$ cat src/rtl/pipeline_reg_pkg.sv
// pipeline_reg_pkg: writeback entry type and default field widths shared by the lane writeback arbiter.
package pipeline_reg_pkg;
    localparam int WB_DATA_W   = 18;
    localparam int WB_THREAD_W = 4;
    localparam int WB_RD_W     = 4;

    typedef struct packed {
        logic                   regwrite;
        logic                   set_pred;
        logic                   new_pred_val;
        logic [WB_THREAD_W-1:0] thread_num;
        logic [WB_RD_W-1:0]     rd;
        logic [WB_DATA_W-1:0]   write_data;
    } wb_entry_t;

    // Flattened entry layout: {regwrite, set_pred, new_pred_val, thread, rd, data}
    function automatic int entry_width(input int data_w, input int thread_w, input int rd_w);
        return 3 + thread_w + rd_w + data_w;
    endfunction
endpackage

$ cat src/rtl/wb_fifo.sv
// wb_fifo: synchronous FIFO with wrap-bit pointers; a push while full is accepted only alongside a pop.
module wb_fifo #(
    parameter int W     = 8,
    parameter int DEPTH = 4
)(
    input  logic                   clk,
    input  logic                   rst_n,
    input  logic                   push,
    input  logic                   pop,
    input  logic [W-1:0]           din,
    output logic [W-1:0]           head,
    output logic [$clog2(DEPTH):0] count,
    output logic                   full,
    output logic                   empty
);
    localparam int AW = $clog2(DEPTH);

    logic [W-1:0] mem [DEPTH];
    logic [AW:0]  rd_ptr, wr_ptr;
    logic         do_push, do_pop;

    assign full    = (wr_ptr[AW] != rd_ptr[AW]) && (wr_ptr[AW-1:0] == rd_ptr[AW-1:0]);
    assign empty   = wr_ptr == rd_ptr;
    assign count   = wr_ptr - rd_ptr;
    assign head    = mem[rd_ptr[AW-1:0]];
    assign do_push = push && (!full || pop);
    assign do_pop  = pop && !empty;

    always_ff @(posedge clk or negedge rst_n)
        if (!rst_n) begin
            rd_ptr <= '0;
            wr_ptr <= '0;
        end else begin
            if (do_push) wr_ptr <= wr_ptr + 1'b1;
            if (do_pop)  rd_ptr <= rd_ptr + 1'b1;
        end

    always_ff @(posedge clk)
        if (do_push) mem[wr_ptr[AW-1:0]] <= din;
endmodule

$ cat src/rtl/lane_wb_arbiter.sv
// lane_wb_arbiter: per-lane register-file writeback arbiter; channel 0 has absolute priority, others are
// FIFO-buffered and drained round-robin. Define WB_ARB_STATS_EN to add conflict_cnt/max_occ statistics.
module lane_wb_arbiter
    import pipeline_reg_pkg::*;
#(
    parameter int NUM_CH       = 2,
    parameter int FIFO_DEPTH   = 4,
    parameter int STALL_MARGIN = 2,
    parameter int DATA_W       = WB_DATA_W,
    parameter int THREAD_W     = WB_THREAD_W,
    parameter int RD_W         = WB_RD_W
)(
    input  logic                       clk,
    input  logic                       rst_n,
    input  logic [NUM_CH-1:0]          in_regwrite,
    input  logic [NUM_CH-1:0]          in_set_pred,
    input  logic [NUM_CH-1:0]          in_pred_val,
    input  logic [NUM_CH*THREAD_W-1:0] in_thread,
    input  logic [NUM_CH*RD_W-1:0]     in_rd,
    input  logic [NUM_CH*DATA_W-1:0]   in_data,
    output logic                       wb_regwrite,
    output logic                       wb_set_pred,
    output logic                       wb_pred_val,
    output logic [THREAD_W-1:0]        wb_thread,
    output logic [RD_W-1:0]            wb_rd,
    output logic [DATA_W-1:0]          wb_data,
    output logic [$clog2(NUM_CH)-1:0]  wb_src,
    output logic                       stall_req,
    output logic                       overflow
`ifdef WB_ARB_STATS_EN
    ,
    output logic [15:0]                conflict_cnt,
    output logic [$clog2(FIFO_DEPTH):0] max_occ
`endif
);
    localparam int SRC_W = $clog2(NUM_CH);
    localparam int CW    = $clog2(FIFO_DEPTH) + 1;
    localparam int EW    = entry_width(DATA_W, THREAD_W, RD_W);
    localparam int THR   = FIFO_DEPTH - STALL_MARGIN;

    logic [EW-1:0]     in_entry [NUM_CH];
    logic [NUM_CH-1:0] in_valid;
    logic [EW-1:0]     head [1:NUM_CH-1];
    logic [EW-1:0]     cand [1:NUM_CH-1];
    logic [CW-1:0]     count [1:NUM_CH-1];
    logic [CW-1:0]     cnt_nxt [1:NUM_CH-1];
    logic [NUM_CH-1:1] cand_vld, bgnt, push, pop, full, empty, drop;
    logic [SRC_W-1:0]  gnt, rr_ptr;
    logic [EW-1:0]     sel;
    logic              gnt_vld, stall_nxt;
    int                idx;

    for (genvar k = 0; k < NUM_CH; k++) begin : g_in
        assign in_entry[k] = {in_regwrite[k], in_set_pred[k], in_pred_val[k],
                              in_thread[k*THREAD_W +: THREAD_W], in_rd[k*RD_W +: RD_W],
                              in_data[k*DATA_W +: DATA_W]};
        assign in_valid[k] = in_regwrite[k] | in_set_pred[k];
    end

    // Buffered channel: FIFO head takes precedence over the incoming entry to keep per-channel order
    for (genvar k = 1; k < NUM_CH; k++) begin : g_ch
        assign cand_vld[k] = !empty[k] || in_valid[k];
        assign cand[k]     = empty[k] ? in_entry[k] : head[k];
        assign bgnt[k]     = !in_valid[0] && gnt_vld && gnt == SRC_W'(k);
        assign pop[k]      = bgnt[k] && !empty[k];
        assign push[k]     = in_valid[k] && !(bgnt[k] && empty[k]);
        assign drop[k]     = push[k] && full[k] && !pop[k];
        assign cnt_nxt[k]  = count[k] + CW'(push[k] && !drop[k]) - CW'(pop[k]);
        wb_fifo #(.W(EW), .DEPTH(FIFO_DEPTH)) u_fifo (
            .clk   (clk),
            .rst_n (rst_n),
            .push  (push[k]),
            .pop   (pop[k]),
            .din   (in_entry[k]),
            .head  (head[k]),
            .count (count[k]),
            .full  (full[k]),
            .empty (empty[k])
        );
    end

    always_comb begin
        gnt_vld = in_valid[0];
        gnt     = '0;
        sel     = in_entry[0];
        idx     = 0;
        for (int i = 0; i < NUM_CH - 1; i++) begin
            idx = (int'(rr_ptr) - 1 + i) % (NUM_CH - 1) + 1;
            if (!gnt_vld && cand_vld[idx]) begin
                gnt_vld = 1'b1;
                gnt     = SRC_W'(idx);
                sel     = cand[idx];
            end
        end
    end

    always_comb begin
        stall_nxt = 1'b0;
        for (int k = 1; k < NUM_CH; k++)
            if (int'(cnt_nxt[k]) >= THR) stall_nxt = 1'b1;
    end

    always_ff @(posedge clk or negedge rst_n)
        if (!rst_n) begin
            wb_regwrite <= 1'b0;
            wb_set_pred <= 1'b0;
            wb_pred_val <= 1'b0;
            wb_thread   <= '0;
            wb_rd       <= '0;
            wb_data     <= '0;
            wb_src      <= '0;
            rr_ptr      <= SRC_W'(1);
            stall_req   <= 1'b0;
            overflow    <= 1'b0;
        end else begin
            wb_regwrite <= gnt_vld && sel[EW-1];
            wb_set_pred <= gnt_vld && sel[EW-2];
            if (gnt_vld) begin
                wb_pred_val <= sel[EW-3];
                wb_thread   <= sel[DATA_W+RD_W +: THREAD_W];
                wb_rd       <= sel[DATA_W +: RD_W];
                wb_data     <= sel[DATA_W-1:0];
                wb_src      <= gnt;
            end
            if (gnt_vld && !in_valid[0])
                rr_ptr <= (int'(gnt) == NUM_CH - 1) ? SRC_W'(1) : gnt + SRC_W'(1);
            stall_req <= stall_nxt;
            overflow  <= overflow || |drop;
        end

`ifdef WB_ARB_STATS_EN
    logic          conflict;
    logic [CW-1:0] occ_nxt;

    always_comb begin
        conflict = |(cand_vld & ~bgnt);
        occ_nxt  = max_occ;
        for (int k = 1; k < NUM_CH; k++)
            if (cnt_nxt[k] > occ_nxt) occ_nxt = cnt_nxt[k];
    end

    always_ff @(posedge clk or negedge rst_n)
        if (!rst_n) begin
            conflict_cnt <= '0;
            max_occ      <= '0;
        end else begin
            if (conflict && conflict_cnt != 16'hFFFF) conflict_cnt <= conflict_cnt + 16'd1;
            max_occ <= occ_nxt;
        end
`endif
endmodule

$ cat config.mk
export PLATFORM = sky130hd
export DESIGN_NAME = lane_wb_arbiter
export DESIGN_NICKNAME = d
export VERILOG_FILES = /design/src/rtl/pipeline_reg_pkg.sv /design/src/rtl/wb_fifo.sv /design/src/rtl/lane_wb_arbiter.sv
export SDC_FILE = /design/constraint.sdc
export NUM_CORES = 1
export LEC_CHECK = 0
export BUFFER_PORTS_ARGS = -buffer_cell sky130_fd_sc_hd__buf_2
export CORE_MARGIN = 1.5
export CORE_UTILIZATION = 50
export CTS_CLUSTER_DIAMETER = 60
export DETAILED_ROUTE_END_ITERATION = 10
export HOLD_SLACK_MARGIN = 0.15
export PLACE_DENSITY = 0.76
export RECOVER_POWER = 25
export SETUP_SLACK_MARGIN = 0.15
export SLEW_MARGIN = 30
export SYNTH_ARGS = -nofsm -noshare
export SYNTH_HDL_FRONTEND = slang
export SYNTH_SLANG_ARGS = --single-unit
$ cat constraint.sdc
create_clock -name clk -period 4.2 [get_ports clk]
set_input_delay 0.21 -clock clk [delete_from_list [all_inputs] [get_ports clk]]
set_output_delay 0.21 -clock clk [all_outputs]
set_load 0.01 [all_outputs]
## Word-level counts from Yosys, hierarchy flattened

Memories as Yosys holds them, arrays and structs flattened.
Index checks and enable logic that the tools add are counted.

- Word-level logic and storage cells: 53
- ROM bits: 0
- Bits in registers: 38
- Bits of input ports: 60
- Bits in writable memories: 116
- Memories: 1
- Bits in latches: 0
- Output and inout port bits: 32

Memories:

| memory | depth | bits a word | read ports | clocked after Yosys merged registers in | write ports | RTL line | RTL |
|---|---|---|---|---|---|---|---|
| g_ch[1].u_fifo.mem | 4 | 29 | 1 | 0 | 1 | wb_fifo.sv:18 | `logic [W-1:0] mem [DEPTH];` |

- Add/subtract/negate cells: 5
- Reduce and logical (&&, ||, !) cells: 23
- Bitwise operators: 2
- Divide/modulo/power cells: 0
- Equal/unequal tests: 3
- Shift-type cells: 0
- Order comparisons: 1
- Mux-type cells: 7
- Multiply operators: 0

Operators by type and width:

| kind | count |
|---|---|
| 29-bit two-way mux | 2 |
| 1-bit logical AND | 14 |
| 3-bit by 1-bit adder with 3-bit output, second input constant | 2 |
| 1-bit zero test | 6 |
| 1-bit two-way mux | 5 |
| 3-bit by 1-bit adder with 3-bit output | 1 |
| 3-bit equality test | 1 |
| 3-bit by 2-bit greater-or-equal comparator with 1-bit output, second input constant | 1 |
| 1-bit logical OR | 3 |
| 3-bit by 1-bit subtractor with 3-bit output | 1 |
| 3-bit subtractor | 1 |
| 2-bit equality test | 1 |
| 1-bit bitwise OR | 2 |
| 1-bit != test | 1 |

## Logic depth before layout (Yosys ltp)

- Word-level depth: 18
- Gate-level depth with buffers: 12
- Depth with buffers taken out: 11

## By module

From an unflattened synthesis, not the netlist that was laid out.

- Cell total of the unflattened synthesis: 346
- Area total of the unflattened synthesis: 6433.7 sq um

Modules (own cells, without submodules):

| module | area an instance (sq um) | sequential area each (sq um) | cells an instance | times used |
|---|---|---|---|---|
| wb_fifo | 4638.2 | 3633.5 | 196 | 1 |
| lane_wb_arbiter | 1795.5 | 800.8 | 150 | 1 |

## Worst setup path after synthesis

OpenSTA, ideal clock, no wires.

- Kind: register to register
- Start point: reg g_ch[1].u_fifo.rd_ptr[0]
- End point: mem g_ch[1].u_fifo.mem[3][0] (netlist name), enable pin
- Path buffers: 1
- Path slack: 1344 ps
- Data arrival time: 2431 ps
- Library setup time: 425 ps
- Data required time: 3775 ps
- Cell stages (with the launch flop): 5
- Period minus slack after synthesis: 2856 ps
- Path through: dfrtp_1 -> clkbuf_1 -> xor2_1 -> nor2_1 -> a21oi_1

- Longest elaborated chain between the ends: 13
- Elaborated cells on any way between the ends: 19
- Those cells by class: 2 x eq/ne; 4 x mux; 13 x reduce/logical

Ends and longest elaborated chain:

| element | RTL line | RTL |
|---|---|---|
| start, declared | wb_fifo.sv:19 | `logic [AW:0] rd_ptr, wr_ptr;` |
| start signal, assigned | wb_fifo.sv:35 | `if (do_pop) rd_ptr <= rd_ptr + 1'b1;` |
| 3-bit equality test | wb_fifo.sv:23 | `assign empty = wr_ptr == rd_ptr;` |
| 1-bit zero test | lane_wb_arbiter.sv:62, lane_wb_arbiter.sv:65 |  |
| 1-bit logical OR | lane_wb_arbiter.sv:62 | `assign cand_vld[k] = !empty[k] \|\| in_valid[k];` |
| 1-bit logical AND | lane_wb_arbiter.sv:89 | `if (!gnt_vld && cand_vld[idx]) begin` |
| 1-bit two-way mux | lane_wb_arbiter.sv:89 |  |
| 1-bit logical AND | n/a |  |
| 1-bit logical AND | lane_wb_arbiter.sv:64 | `assign bgnt[k] = !in_valid[0] && gnt_vld && gnt == SRC_W'(k);` |
| 1-bit logical AND | lane_wb_arbiter.sv:66 | `assign push[k] = in_valid[k] && !(bgnt[k] && empty[k]);` |
| 1-bit zero test | lane_wb_arbiter.sv:66 |  |
| 1-bit logical AND | lane_wb_arbiter.sv:66 |  |
| 1-bit logical AND * | wb_fifo.sv:26 | `assign do_push = push && (!full \|\| pop);` |
| 1-bit two-way mux * | wb_fifo.sv:39 | `if (do_push) mem[wr_ptr[AW-1:0]] <= din;` |
| 1-bit two-way mux (implied by the code) * | wb_fifo.sv:39 |  |
| end, declared | wb_fifo.sv:18 |  |

Mark *: on every way between the ends. The rest lies on a longest branch, timed or not.

## Worst setup path in the final report

- Start point: in in_regwrite[0]
- End point: reg stall_req

- Longest elaborated chain between the ends: 17
- Elaborated cells on any way between the ends: 20
- Those cells by class: 2 x add/sub; 1 x order compare; 3 x mux; 1 x bitwise; 13 x reduce/logical

Ends and longest elaborated chain:

| element | RTL line | RTL |
|---|---|---|
| start, declared | lane_wb_arbiter.sv:15 | `input logic [NUM_CH-1:0] in_regwrite,` |
| 1-bit bitwise OR * | lane_wb_arbiter.sv:57 | `assign in_valid[k] = in_regwrite[k] \| in_set_pred[k];` |
| 1-bit zero test | n/a |  |
| 1-bit logical AND | lane_wb_arbiter.sv:89 |  |
| 1-bit two-way mux | lane_wb_arbiter.sv:89 |  |
| 1-bit logical AND | n/a |  |
| 1-bit logical AND * | lane_wb_arbiter.sv:64 |  |
| 1-bit logical AND | lane_wb_arbiter.sv:66 |  |
| 1-bit zero test | lane_wb_arbiter.sv:66 |  |
| 1-bit logical AND | lane_wb_arbiter.sv:66 |  |
| 1-bit logical AND (2 in a row) | lane_wb_arbiter.sv:67 | `assign drop[k] = push[k] && full[k] && !pop[k];` |
| 1-bit zero test | lane_wb_arbiter.sv:68 | `assign cnt_nxt[k] = count[k] + CW'(push[k] && !drop[k]) - CW'(pop[k]);` |
| 1-bit logical AND | lane_wb_arbiter.sv:68 |  |
| 3-bit by 1-bit adder with 3-bit output | lane_wb_arbiter.sv:68 |  |
| 3-bit by 1-bit subtractor with 3-bit output * | lane_wb_arbiter.sv:68 |  |
| 3-bit by 2-bit greater-or-equal comparator with 1-bit output * | lane_wb_arbiter.sv:100 | `if (int'(cnt_nxt[k]) >= THR) stall_nxt = 1'b1;` |
| 1-bit two-way mux * | lane_wb_arbiter.sv:100 |  |
| net stall_nxt | lane_wb_arbiter.sv:50 | `logic gnt_vld, stall_nxt;` |
| end signal, assigned | lane_wb_arbiter.sv:127 | `stall_req <= stall_nxt;` |
| end, declared | lane_wb_arbiter.sv:28 | `output logic stall_req,` |

The timed path passes the listed nets; every way through them passes the cells marked *.
A chain may end at the register's enable or synchronous reset.

==> metrics.log <==
INFO  metric clk_path_buf_depth = 2
INFO  metric number_of_synthesized_flops_with_an_enable_pin = 116
INFO  metric syn_nets = 426
INFO  metric syn_area = 6440 µm²
INFO  metric timing.clock.skew = 0.00720 ns
INFO  metric routed_wirelength = 13.1 mm
INFO  metric setup-tns-final = 0 ns
INFO  metric leakage = 3.07 nW
INFO  metric yosysTopAreaCell = sky130_fd_sc_hd__edfxtp_1
INFO  metric placed_area = 7110 µm²
INFO  metric worst-setup-path-type = input pin to register
INFO  metric design.final.nets = 584
INFO  metric global_route.usage.met2 = 0.349
INFO  metric worst_ep_required_time = 4.50 ns
INFO  metric top_level_ports = 92
INFO  metric htree_levels = 4
INFO  metric final-hold-violation-count = 0
INFO  metric synthMostInstantiatedCell = sky130_fd_sc_hd__edfxtp_1
INFO  metric die-height = 117 µm
INFO  metric fmax = 343 MHz
INFO  metric final.hold.worst_slack = 0.318 ns
INFO  metric cts_root_buffer = sky130_fd_sc_hd__clkbuf_16
INFO  metric worst_r2r_src = g_ch[1].u_fifo.wr_ptr[1]$_DFFE_PN0P_
INFO  metric final_layout_size_suffix_gt1_frac = 0.335
INFO  metric detail_route.vias_per_cell = 5.28
INFO  metric period_minus_slack = 2.92 ns
INFO  metric synth_seq_cells = 154
INFO  metric globalRouteMet3Util = 0.0420
INFO  metric global_route.usage.total = 0.208
INFO  metric synth.top_cells.by_count = sky130_fd_sc_hd__edfxtp_1 (116), sky130_fd_sc_hd__dfrtp_1 (38), sky130_fd_sc_hd__mux2i_1 (30)
INFO  metric floorplan.die.width = 117 µm
INFO  metric maxCapViolations = 0
INFO  metric min_path_type = input pin to asynchronous set/reset pin
INFO  metric min_period_over_period = 0.695
INFO  metric setup_viol = 0
INFO  metric drt_drc_violations_left = 0
INFO  metric power_density = 707 nW/µm²
INFO  metric cts_tree = done
INFO  metric antenna_found_initial = 0
INFO  metric setup.worst_path.start_class = input pin
INFO  metric postSynth.asyncResetShare = 0.247
INFO  metric post_synth_cell_types = 30
INFO  metric synth_top_area_frac = 0.541
INFO  metric critical_path_arrival = 3.22 ns
INFO  metric seqCellArea = 4440 µm²
INFO  metric gpl.final_weighted_congestion = 0.733
INFO  metric ys.warnings.count = 0
INFO  metric tritoncts.num_buffers = 17
INFO  metric clock_latency = 0.42 ns
INFO  metric grt_max_degree = 60
INFO  metric post_cts_buffers = 0
INFO  metric total_number_of_vias = 3702
INFO  metric worst_slew_margin_rel = 0.457
INFO  metric cts.sink_count = 154
INFO  metric worstSetupEndpoint = stall_req$_DFF_PN0_
INFO  metric yosys-top-cells-area = sky130_fd_sc_hd__edfxtp_1 (54%), sky130_fd_sc_hd__dfrtp_1 (15%), sky130_fd_sc_hd__mux4_2 (10%)
INFO  metric area_growth_syn_to_layout = 28.9%
INFO  metric globalRoute.busiestLayer = met2
INFO  metric n_antenna_cell = 0
INFO  metric rsz0062_at_grt = no
INFO  metric placeable_core_region = 12600 µm²
INFO  metric antenna_left = 0
INFO  metric worst_setup_path_end_kind = register
INFO  metric r2r_end = stall_req$_DFF_PN0_
INFO  metric pre_cts_ws = 1.36 ns
INFO  metric slew_at_the_pin_closest_to_its_max_slew_limit = 0.815 ns
INFO  metric route.detailed.wl_per_inst = 18.7 µm
INFO  metric syn_area_per_cell = 18.0 µm²
INFO  metric hpwl = 7.39 mm
INFO  metric crit_path_max_fanout = 6
INFO  metric grt_pass1_wl = 20.1 mm
INFO  metric reg2reg_slack = 1.32 ns
INFO  metric finalMaxSlewViolations = 0
INFO  metric fp.dieArea = 13600 µm²
INFO  metric fp_rows = 41
INFO  metric r2r.worst_path.cells = 11
INFO  metric yosysSeqAreaShare = 0.688
INFO  metric drt_iter0_markers = 236
INFO  metric drtPass1Iterations = 5
INFO  metric design_area = 8310 µm²
INFO  metric portBuffers = 91
INFO  metric cts.hold.buffers_added = 60
INFO  metric grt_pass1_vias = 3756
INFO  metric number_of_fill_cells_in_the_layout = 888
INFO  metric fin_ws = 1.28 ns
INFO  metric ys_dominant_reg_cell = sky130_fd_sc_hd__edfxtp_1
INFO  metric vdd_drop_max = 0.365 mV
INFO  metric status = complete, no violations
INFO  metric post_cts.resized_instances = 0
INFO  metric clk_pin_slew = 0.06 ns
INFO  metric grtUsageMet1 = 0.270
INFO  metric netlist_instances = 358
INFO  metric overflow = 0
INFO  metric multi_input_comb_area = 1920 µm²
INFO  metric worstSetupStartpoint = in_regwrite[0]
INFO  metric initial_utilization = 0.511
-- area by class of cell --
type                       instances  area share
clock buffer                      20      0.0538
tap                              172      0.0259
multi-input combinational        181       0.231
inverter                           4     0.00181
timing repair buffer             158       0.132
sequential                       154       0.534
clock inverter                    12      0.0211
-- sequential cells by signal (all words and copies together), names as in the netlist --
| name | count |
|---|---|
| wb_src | 1 |
| wb_pred_val | 1 |
| wb_regwrite | 1 |
| g_ch.u_fifo.mem | 116 |
| overflow | 1 |
| wb_set_pred | 1 |
| g_ch.u_fifo.wr_ptr | 3 |
| g_ch.u_fifo.rd_ptr | 3 |
| stall_req | 1 |
| wb_data | 18 |
| wb_rd | 4 |
| wb_thread | 4 |
-- worst min path at each step --
stage / from / to / slack, ns
final: rst_n / wb_rd[0]$_DFFE_PN0P_ / 0.32
after global placement: rst_n / wb_thread[2]$_DFFE_PN0P_ / 0.39
after global routing: rst_n / wb_rd[0]$_DFFE_PN0P_ / 0.36
after detailed placement: rst_n / wb_thread[2]$_DFFE_PN0P_ / 0.41
after floorplan: rst_n / g_ch[1].u_fifo.rd_ptr[0]$_DFFE_PN0P_ / -0.09
after CTS: overflow$_DFF_PN0_ / overflow$_DFF_PN0_ / 0.49
-- layer usage --
layer,up-vias,share of wire
li1,1696,-
met1,1879,0.43
met2,109,0.51
met3,18,0.045
met4,0,0.017
met5,-,0
-- critical path, cell delays in order --
cell and delay, ns:
sky130_fd_sc_hd__dlygate4sd3_1 0.53, sky130_fd_sc_hd__buf_2 0.14, sky130_fd_sc_hd__or2_2 0.33, sky130_fd_sc_hd__xnor2_2 0.20, sky130_fd_sc_hd__a21oi_4 0.26, sky130_fd_sc_hd__inv_1 0.08, sky130_fd_sc_hd__fa_1 0.38, sky130_fd_sc_hd__fa_1 0.49
sky130_fd_sc_hd__inv_1 0.04, sky130_fd_sc_hd__ha_1 0.20, sky130_fd_sc_hd__xor2_1 0.16, sky130_fd_sc_hd__xnor2_1 0.13, sky130_fd_sc_hd__nand2b_1 0.06
-- cell usage in the layout, fill, tap and decap left out --
master                          Yosys  layout
sky130_fd_sc_hd__buf_4              3       6
sky130_fd_sc_hd__buf_2              7      66
sky130_fd_sc_hd__xor2_4             1       1
sky130_fd_sc_hd__o21bai_1           2       2
sky130_fd_sc_hd__fa_1               2       2
sky130_fd_sc_hd__ha_1               6       6
sky130_fd_sc_hd__mux4_2            29      29
sky130_fd_sc_hd__xor2_1             4       4
sky130_fd_sc_hd__nand2_1           28      28
sky130_fd_sc_hd__a21oi_4            1       2
sky130_fd_sc_hd__edfxtp_1         116     116
sky130_fd_sc_hd__mux2_2            29      29
sky130_fd_sc_hd__xnor2_2            1       1
sky130_fd_sc_hd__clkinv_2           0       2
sky130_fd_sc_hd__or2_2              1       2
sky130_fd_sc_hd__mux2_4             1       1
sky130_fd_sc_hd__mux2i_1           30      30
sky130_fd_sc_hd__clkbuf_8           0       1
sky130_fd_sc_hd__nor2_4             0       1
sky130_fd_sc_hd__and2_2             0       3
sky130_fd_sc_hd__clkinvlp_4         0       6
sky130_fd_sc_hd__dlygate4sd3_1      0      60
sky130_fd_sc_hd__nor3_4             1       1
sky130_fd_sc_hd__clkbuf_16          0      17
sky130_fd_sc_hd__dfrtp_2            0       2
sky130_fd_sc_hd__inv_1              4       4
sky130_fd_sc_hd__nor2_2             2       1
sky130_fd_sc_hd__a41o_1             1       1
sky130_fd_sc_hd__or3b_1             1       1
sky130_fd_sc_hd__nor2_1             3       3
sky130_fd_sc_hd__clkbuf_1           9      26
sky130_fd_sc_hd__xnor2_1            4       4
sky130_fd_sc_hd__o21ai_1           27      27
sky130_fd_sc_hd__buf_8              0       2
sky130_fd_sc_hd__nand2b_1           1       1
sky130_fd_sc_hd__bufinv_16          0       4
sky130_fd_sc_hd__a21oi_1            2       1
sky130_fd_sc_hd__dfrtp_1           38      36
-- where the power goes --
part | internal [mW] | total (mW) | switching, mW
clock | 1.01 | 1.60 | 0.588
combinational | 0.897 | 1.94 | 1.04
sequential | 2.19 | 2.34 | 0.154
total | 4.09 | 5.87 | 1.78
-- logic make-up (layout without fill, tap and decap cells) --
family,Yosys count,in the layout,synth area share
compound gates,33,33,0.0289
xor+xnor,10,10,0.0177
fa+ha+maj,8,8,0.0179
buf+inv,23,194,0.0165
flops,154,154,0.688
mux,89,89,0.201
simple gates,41,41,0.0297
-- through the flow --
stage          power [mW]  utilization  instances
6_report             5.87        0.658        701
5_1_grt              6.16        0.658        701
4_1_cts              5.94        0.660        701
3_5_place_dp         4.27        0.564        609
3_3_place_gp         4.19        0.561        607
2_1_floorplan        3.74            -        358
Power figures use the tool's default switching activity.
